## src/rtl/imem_uart_loader.sv

```systemverilog
// -----------------------------------------------------------------------------
// imem_uart_loader
//
// Writer side of the instruction memory. A program image arrives over an 8N1
// UART line as a frame:
//     0xA5, LEN (words), 4*LEN payload bytes, CSUM (XOR of payload bytes)
// Payload bytes are packed little-endian into 32-bit words and each finished
// word is written through a single-cycle write port. The CPU is held in reset
// (cpu_hold=1) until a complete, checksum-valid image has been loaded.
//
// Ports:
//   clk          system clock
//   rst          asynchronous, active-low reset
//   uart_rx      serial input, idles high, asynchronous to clk
//   imem_we      one-cycle write strobe per assembled word
//   imem_addr    byte address of the word being written (multiple of 4)
//   imem_wdata   word being written, first received byte in bits [7:0]
//   cpu_hold     1 = keep the CPU in reset
//   load_done    1 = image loaded and verified
//   load_err     1 = last frame rejected
//   words_loaded number of words written in the current frame
// -----------------------------------------------------------------------------
module imem_uart_loader #(
    parameter int CLKS_PER_BIT = 868,
    parameter int ADDR_W       = 8,
    parameter int MAX_WORDS    = 64
) (
    input  logic              clk,
    input  logic              rst,
    input  logic              uart_rx,
    output logic              imem_we,
    output logic [ADDR_W-1:0] imem_addr,
    output logic [31:0]       imem_wdata,
    output logic              cpu_hold,
    output logic              load_done,
    output logic              load_err,
    output logic [ADDR_W-2:0] words_loaded
);

    localparam int                WL_W      = ADDR_W - 1;
    localparam int                CNT_W     = $clog2(CLKS_PER_BIT);
    localparam logic [CNT_W-1:0]  BIT_LAST  = CNT_W'(CLKS_PER_BIT - 1);
    localparam logic [CNT_W-1:0]  HALF_LAST = CNT_W'(CLKS_PER_BIT / 2 - 1);
    localparam logic [7:0]        SYNC_BYTE = 8'hA5;
    localparam logic [7:0]        MAX_LEN   = 8'(MAX_WORDS);

    typedef enum logic [1:0] {
        RX_IDLE,
        RX_START,
        RX_DATA,
        RX_STOP
    } rx_state_t;

    typedef enum logic [2:0] {
        S_IDLE,
        S_LEN,
        S_DATA,
        S_CSUM,
        S_DONE,
        S_ERR
    } state_t;

    // ---------------- UART receiver ----------------
    logic             rx_meta_q, rx_sync_q, rx_prev_q;
    rx_state_t        rx_state_q, rx_state_d;
    logic [CNT_W-1:0] rx_cnt_q, rx_cnt_d;
    logic [2:0]       rx_bit_q, rx_bit_d;
    logic [7:0]       rx_shift_q, rx_shift_d;
    logic             rx_valid, rx_frame_err;
    logic [7:0]       rx_byte;

    // ---------------- frame FSM ----------------
    state_t            state_q, state_d;
    logic [WL_W-1:0]   len_q, len_d;
    logic [WL_W-1:0]   words_q, words_d;
    logic [WL_W-1:0]   words_inc;
    logic [1:0]        idx_q, idx_d;
    logic [23:0]       asm_q, asm_d;
    logic [7:0]        csum_q, csum_d;
    logic              we_q, we_d;
    logic [ADDR_W-1:0] addr_q, addr_d;
    logic [31:0]       wdata_q, wdata_d;
    logic              hold_q, hold_d;
    logic              done_q, done_d;
    logic              err_q, err_d;

    // Two-flop synchronizer plus one extra stage so a true falling edge
    // (high then low) can be told apart from a line that is simply still low,
    // e.g. right after a stop bit that was sent as 0.
    always_ff @(posedge clk or negedge rst) begin
        if (!rst) begin
            rx_meta_q <= 1'b1;
            rx_sync_q <= 1'b1;
            rx_prev_q <= 1'b1;
        end else begin
            rx_meta_q <= uart_rx;
            rx_sync_q <= rx_meta_q;
            rx_prev_q <= rx_sync_q;
        end
    end

    always_ff @(posedge clk or negedge rst) begin
        if (!rst) begin
            rx_state_q <= RX_IDLE;
            rx_cnt_q   <= '0;
            rx_bit_q   <= '0;
            rx_shift_q <= '0;
        end else begin
            rx_state_q <= rx_state_d;
            rx_cnt_q   <= rx_cnt_d;
            rx_bit_q   <= rx_bit_d;
            rx_shift_q <= rx_shift_d;
        end
    end

    // Receiver: start bit is re-checked at mid-bit so short glitches are
    // dropped; data bits enter at the MSB and shift right (LSB arrives first).
    // rx_valid / rx_frame_err are single-cycle strobes on the stop sample.
    always_comb begin
        rx_state_d   = rx_state_q;
        rx_cnt_d     = rx_cnt_q;
        rx_bit_d     = rx_bit_q;
        rx_shift_d   = rx_shift_q;
        rx_valid     = 1'b0;
        rx_frame_err = 1'b0;
        case (rx_state_q)
            RX_IDLE: begin
                rx_cnt_d = '0;
                if (rx_prev_q && !rx_sync_q) begin
                    rx_state_d = RX_START;
                end
            end
            RX_START: begin
                if (rx_cnt_q == HALF_LAST) begin
                    rx_cnt_d   = '0;
                    rx_bit_d   = '0;
                    rx_state_d = rx_sync_q ? RX_IDLE : RX_DATA;
                end else begin
                    rx_cnt_d = rx_cnt_q + CNT_W'(1);
                end
            end
            RX_DATA: begin
                if (rx_cnt_q == BIT_LAST) begin
                    rx_cnt_d   = '0;
                    rx_shift_d = {rx_sync_q, rx_shift_q[7:1]};
                    if (rx_bit_q == 3'd7) begin
                        rx_state_d = RX_STOP;
                    end else begin
                        rx_bit_d = rx_bit_q + 3'd1;
                    end
                end else begin
                    rx_cnt_d = rx_cnt_q + CNT_W'(1);
                end
            end
            RX_STOP: begin
                if (rx_cnt_q == BIT_LAST) begin
                    rx_cnt_d     = '0;
                    rx_state_d   = RX_IDLE;
                    rx_valid     = rx_sync_q;
                    rx_frame_err = !rx_sync_q;
                end else begin
                    rx_cnt_d = rx_cnt_q + CNT_W'(1);
                end
            end
            default: rx_state_d = RX_IDLE;
        endcase
    end

    assign rx_byte = rx_shift_q;

    always_ff @(posedge clk or negedge rst) begin
        if (!rst) begin
            state_q <= S_IDLE;
            len_q   <= '0;
            words_q <= '0;
            idx_q   <= '0;
            asm_q   <= '0;
            csum_q  <= '0;
            we_q    <= 1'b0;
            addr_q  <= '0;
            wdata_q <= '0;
            hold_q  <= 1'b1;
            done_q  <= 1'b0;
            err_q   <= 1'b0;
        end else begin
            state_q <= state_d;
            len_q   <= len_d;
            words_q <= words_d;
            idx_q   <= idx_d;
            asm_q   <= asm_d;
            csum_q  <= csum_d;
            we_q    <= we_d;
            addr_q  <= addr_d;
            wdata_q <= wdata_d;
            hold_q  <= hold_d;
            done_q  <= done_d;
            err_q   <= err_d;
        end
    end

    assign words_inc = words_q + WL_W'(1);

    // Frame parser. The write strobe, address, data and the word counter are
    // all registered together so the write cycle shows a consistent set.
    // Only lanes 0..2 are buffered; lane 3 goes straight from rx_byte.
    always_comb begin
        state_d = state_q;
        len_d   = len_q;
        words_d = words_q;
        idx_d   = idx_q;
        asm_d   = asm_q;
        csum_d  = csum_q;
        we_d    = 1'b0;
        addr_d  = addr_q;
        wdata_d = wdata_q;
        err_d   = err_q;
        done_d  = (state_q == S_DONE);
        hold_d  = (state_q != S_DONE);
        case (state_q)
            S_IDLE: begin
                if (rx_valid && rx_byte == SYNC_BYTE) begin
                    state_d = S_LEN;
                    err_d   = 1'b0;
                end
            end
            S_LEN: begin
                if (rx_valid) begin
                    if (rx_byte == 8'd0 || rx_byte > MAX_LEN) begin
                        state_d = S_ERR;
                    end else begin
                        len_d   = WL_W'(rx_byte);
                        words_d = '0;
                        idx_d   = '0;
                        csum_d  = '0;
                        state_d = S_DATA;
                    end
                end
            end
            S_DATA: begin
                if (rx_valid) begin
                    csum_d = csum_q ^ rx_byte;
                    idx_d  = idx_q + 2'd1;
                    case (idx_q)
                        2'd0: asm_d[7:0]   = rx_byte;
                        2'd1: asm_d[15:8]  = rx_byte;
                        2'd2: asm_d[23:16] = rx_byte;
                        default: begin
                            we_d    = 1'b1;
                            wdata_d = {rx_byte, asm_q};
                            addr_d  = ADDR_W'({words_q, 2'b00});
                            words_d = words_inc;
                            if (words_inc == len_q) begin
                                state_d = S_CSUM;
                            end
                        end
                    endcase
                end
            end
            S_CSUM: begin
                if (rx_valid) begin
                    state_d = (rx_byte == csum_q) ? S_DONE : S_ERR;
                end
            end
            S_DONE: begin
                state_d = S_DONE;
            end
            S_ERR: begin
                err_d = 1'b1;
                if (rx_valid && rx_byte == SYNC_BYTE) begin
                    state_d = S_LEN;
                    err_d   = 1'b0;
                end
            end
            default: state_d = S_IDLE;
        endcase
        // A broken stop bit aborts any frame in progress; before a frame
        // starts it is just line noise, and once loaded the UART is ignored.
        if (rx_frame_err && state_q != S_IDLE && state_q != S_DONE) begin
            state_d = S_ERR;
        end
    end

    assign imem_we      = we_q;
    assign imem_addr    = addr_q;
    assign imem_wdata   = wdata_q;
    assign cpu_hold     = hold_q;
    assign load_done    = done_q;
    assign load_err     = err_q;
    assign words_loaded = words_q;

endmodule

```

## config.mk

```make
export PLATFORM = sky130hd
export DESIGN_NAME = imem_uart_loader
export DESIGN_NICKNAME = d
export VERILOG_FILES = /design/src/rtl/imem_uart_loader.sv
export SDC_FILE = /design/constraint.sdc
export NUM_CORES = 1
export LEC_CHECK = 0
export CELL_PAD_IN_SITES_DETAIL_PLACEMENT = 1
export CELL_PAD_IN_SITES_GLOBAL_PLACEMENT = 1
export CORE_ASPECT_RATIO = 0.9
export CORE_UTILIZATION = 50
export DETAILED_ROUTE_END_ITERATION = 16
export PLACE_DENSITY_LB_ADDON = 0.1
export SYNTH_ARGS = -nofsm -noshare
export SYNTH_HDL_FRONTEND = slang
export SYNTH_SLANG_ARGS = --single-unit
```

## constraint.sdc

```tcl
create_clock -name clk -period 5.3 [get_ports clk]
set_clock_uncertainty 0.05 [all_clocks]
set_input_delay 1.325 -clock clk [delete_from_list [all_inputs] [get_ports clk]]
set_output_delay 1.325 -clock clk [all_outputs]
set_load 0.005 [all_outputs]
```

==> load_flow_metrics.sql <==
INSERT INTO impl_metrics (metric_group, metric, value, unit) VALUES
('run_status', 'status', 'finished, final reports clean', ''),
('setup_path', 'worst-path-max-fanout', '39', ''),
('global_route', 'grt_pass1_vias', '4133', ''),
('sta', 'finalWorstPathRequiredPeriod', '3.32', 'ns'),
('clocking', 'insertion_delay', '0.42', 'ns'),
('clocking', 'clockRootBuffer', 'sky130_fd_sc_hd__clkbuf_16', ''),
('final_layout', 'insertedDiodeCount', '0', ''),
('job', 'max_cap_viol_count', '0', ''),
('global_route', 'grt_antenna_before_repair', '0', ''),
('sta', 'tightest_slew', '0.982', 'ns'),
('placed_design', 'placedCellCount', '605', ''),
('yosys', 'synth_cell_types', '61', ''),
('detailed_routing', 'postRouteWirelength', '13400', 'um'),
('sta', 'post_route_fraction_of_the_period_consumed_by_the_critical_path', '0.627', ''),
('floorplanning', 'chipWidth', '113', 'um'),
('sta', 'timing.slew.headroom', '0.345', ''),
('sta', 'maxSlewViolCount', '0', ''),
('clocking', 'post_cts_resize_count', '0', ''),
('global_route', 'pin_count_of_the_biggest_net_entering_global_routing', '53', ''),
('yosys', 'synth_area_leaders', 'sky130_fd_sc_hd__dfrtp_1 52%, sky130_fd_sc_hd__mux2_2 9.4%, sky130_fd_sc_hd__mux2_1 6.8%, sky130_fd_sc_hd__xnor2_1 2.4%, sky130_fd_sc_hd__ha_1 2.0%', ''),
('placed_design', 'place_congestion', '0.787', ''),
('power', 'p_per_area', '345', 'mW/mm^2'),
('global_route', 'global_route.usage.total', '0.263', ''),
('detailed_routing', 'vias', '3751', ''),
('setup_path', 'crit_path_start', 'rx_cnt_q[0]$_DFF_PN0_', ''),
('detailed_routing', 'drt_first_pass_iters', '4', ''),
('yosys', 'area_share_of_the_largest_cell_type_after_synthesis', '0.523', ''),
('yosys', 'synth_area_per_cell', '12.2', 'sq um'),
('final_layout', 'flow.area_growth_from_synthesis', '21.4', '%'),
('final_layout', 'layout.nets', '507', ''),
('yosys', 'post-synth-top-area-cell', 'sky130_fd_sc_hd__dfrtp_1', ''),
('detailed_routing', 'dr.first_iter.drc_count', '243', ''),
('setup_path', 'critPathKind', 'flip-flop to flip-flop', ''),
('sta', 'timing.setup.tns', '0', 'ns'),
('floorplanning', 'floorplan.die.height', '102', 'um'),
('sta', 'grt_setup_unrepaired', 'no', ''),
('setup_path', 'setup.worst_path.start_class', 'flip-flop', ''),
('power', 'leakage', '3.08', 'nW'),
('detailed_routing', 'average_vias_per_placed_instance', '5.89', ''),
('min_path', 'holdCritPathClass', 'flip-flop to flip-flop', ''),
('floorplanning', 'io-pin-count', '54', ''),
('placed_design', 'dpl-instance-area', '0.00605', 'sq mm'),
('clocking', 'cts_htree_levels', '4', ''),
('placed_design', 'numPortBuffers', '51', ''),
('floorplanning', 'num_rows', '35', ''),
('final_layout', 'final_core_utilization', '0.638', ''),
('yosys', 'async_reset_ff_frac', '1.00', ''),
('clocking', 'hold_buffers', '0', ''),
('power', 'worst_ir_drop_vdd', '233', 'uV'),
('floorplanning', 'start_util', '0.526', ''),
('yosys', 'synthMostInstantiatedCell', 'sky130_fd_sc_hd__dfrtp_1', ''),
('yosys', 'synth_edf_count', '0', ''),
('yosys', 'synth_seq_cells', '119', ''),
('final_layout', 'drive_gt1_frac', '0.197', ''),
('yosys', 'synthCells', '451', ''),
('floorplanning', 'core-area', '0.0105', 'sq mm'),
('yosys', 'ys_warn_count', '0', ''),
('final_layout', 'stdcell_area', '0.00668', 'sq mm'),
('sta', 'timing.fmax', '301', 'MHz'),
('global_route', 'grt_first_pass_wirelength', '22500', 'um'),
('yosys', 'synth-main-ff-cell', 'sky130_fd_sc_hd__dfrtp_1', ''),
('setup_path', 'worstPathRequired', '5.54', 'ns'),
('setup_path', 'setup.worst_path.end_class', 'flip-flop', ''),
('clocking', 'clock-sinks', '119', ''),
('yosys', 'syn_area', '0.00550', 'sq mm'),
('yosys', 'synth_top_cells_by_count', '115 x sky130_fd_sc_hd__dfrtp_1, 46 x sky130_fd_sc_hd__mux2_2, 33 x sky130_fd_sc_hd__mux2_1', ''),
('clocking', 'clk_transition_reported_paths', '0.05', 'ns'),
('sta', 'finish_stage_setup_viols', '0', ''),
('detailed_routing', 'avgRoutedWirePerCell', '21.1', 'um'),
('setup_path', 'reg2reg_from', 'rx_cnt_q[0]$_DFF_PN0_', ''),
('clocking', 'cts_tree', 'built', '');
## cell type report
cell class	count	area, sq um
Fill cell	1017	3790
Sequential cell	119	2980
Multi-Input combinational cell	286	2310
Timing Repair Buffer	54	531
Clock buffer	20	457
Clock inverter	12	175
Tap cell	129	161
Inverter	17	63.8
## power by group
part | internal (W) | total, W | switching, W
logic | 0.0000346 | 0.000104 | 0.0000691
registers | 0.000929 | 0.000963 | 0.0000343
clock network | 0.000810 | 0.00124 | 0.000426
## cells by family (layout without fill, tap and decap cells)
group / after synthesis / count (layout) / share of synthesized area
AND/OR/NAND/NOR: 110 / 110 / 0.114
buffers and inverters: 47 / 103 / 0.0389
adder cells (fa/ha/maj): 9 / 9 / 0.0205
multiplexers: 89 / 89 / 0.180
other: 1 / 2 / 0.000682
flip-flops: 119 / 119 / 0.542
AO/OA/AOI/OAI: 53 / 53 / 0.0673
XOR/XNOR: 23 / 23 / 0.0366
## path summary, 6_finish.rpt
check | to | slack (ns) | cells after the start
setup / recovery | imem_addr[4]$_DFFE_PN0P_ | 1.98 | 5
hold / removal | rx_sync_q$_DFF_PN1_ | 0.31 | 0
setup reg to reg | imem_addr[4]$_DFFE_PN0P_ | 1.98 | 5
hold reg to reg | rx_sync_q$_DFF_PN1_ | 0.31 | 0
max in group asynchronous | asm_q[5]$_DFFE_PN0P_ | 3.42 | 2
min in group asynchronous | words_loaded[5]$_DFFE_PN0P_ | 0.78 | 1
## flip-flops by register name, summed over array words and instances, names as in the netlist, 2 cells and up, named ones only
register,count
asm_q,24
csum_q,8
idx_q,2
imem_addr,6
imem_wdata,32
len_q,7
rx_bit_q,3
rx_byte,8
rx_cnt_q,10
state_q,3
words_loaded,7
## per-stage QoR
step / hold slack, ns / setup slack, ns / total power [W]
floorplan: 0.295 / 2.85 / 0.00103
global placement: 0.297 / 2.08 / 0.00107
detailed placement: 0.300 / 1.99 / 0.00108
CTS: 0.309 / 1.89 / 0.00232
global route: 0.317 / 1.76 / 0.00237
finish: 0.308 / 1.98 / 0.00230
## cells in the final DEF (no fill, tap or decap), types with 15 or more instances in the layout
master	synthesis	layout
sky130_fd_sc_hd__nor2_1	18	18
sky130_fd_sc_hd__nor3_1	18	18
sky130_fd_sc_hd__mux2_2	46	46
sky130_fd_sc_hd__nand2_1	18	18
sky130_fd_sc_hd__dfrtp_1	115	115
sky130_fd_sc_hd__nand3_1	16	16
sky130_fd_sc_hd__clkdlybuf4s50_1	0	50
sky130_fd_sc_hd__clkbuf_16	0	17
sky130_fd_sc_hd__xnor2_1	15	15
sky130_fd_sc_hd__mux2_1	33	33
sky130_fd_sc_hd__inv_1	17	17
## routing by layer
metal / track usage / share of wire / vias to the layer above
met5: 0 / 0 / -
met4: 0.107 / 0.018 / 0
met3: 0.0533 / 0.028 / 18
met2: 0.450 / 0.51 / 75
met1: 0.332 / 0.44 / 1974
li1: - / - / 1684
## worst max-delay path, stage by stage (launching register included)
cell and delay, ns:
sky130_fd_sc_hd__dfrtp_1 0.41, sky130_fd_sc_hd__ha_1 0.25, sky130_fd_sc_hd__or3b_1 0.42, sky130_fd_sc_hd__nor4_2 0.68
sky130_fd_sc_hd__and3_2 0.94, sky130_fd_sc_hd__mux2_2 0.43
Power figures use the tool's default switching activity.
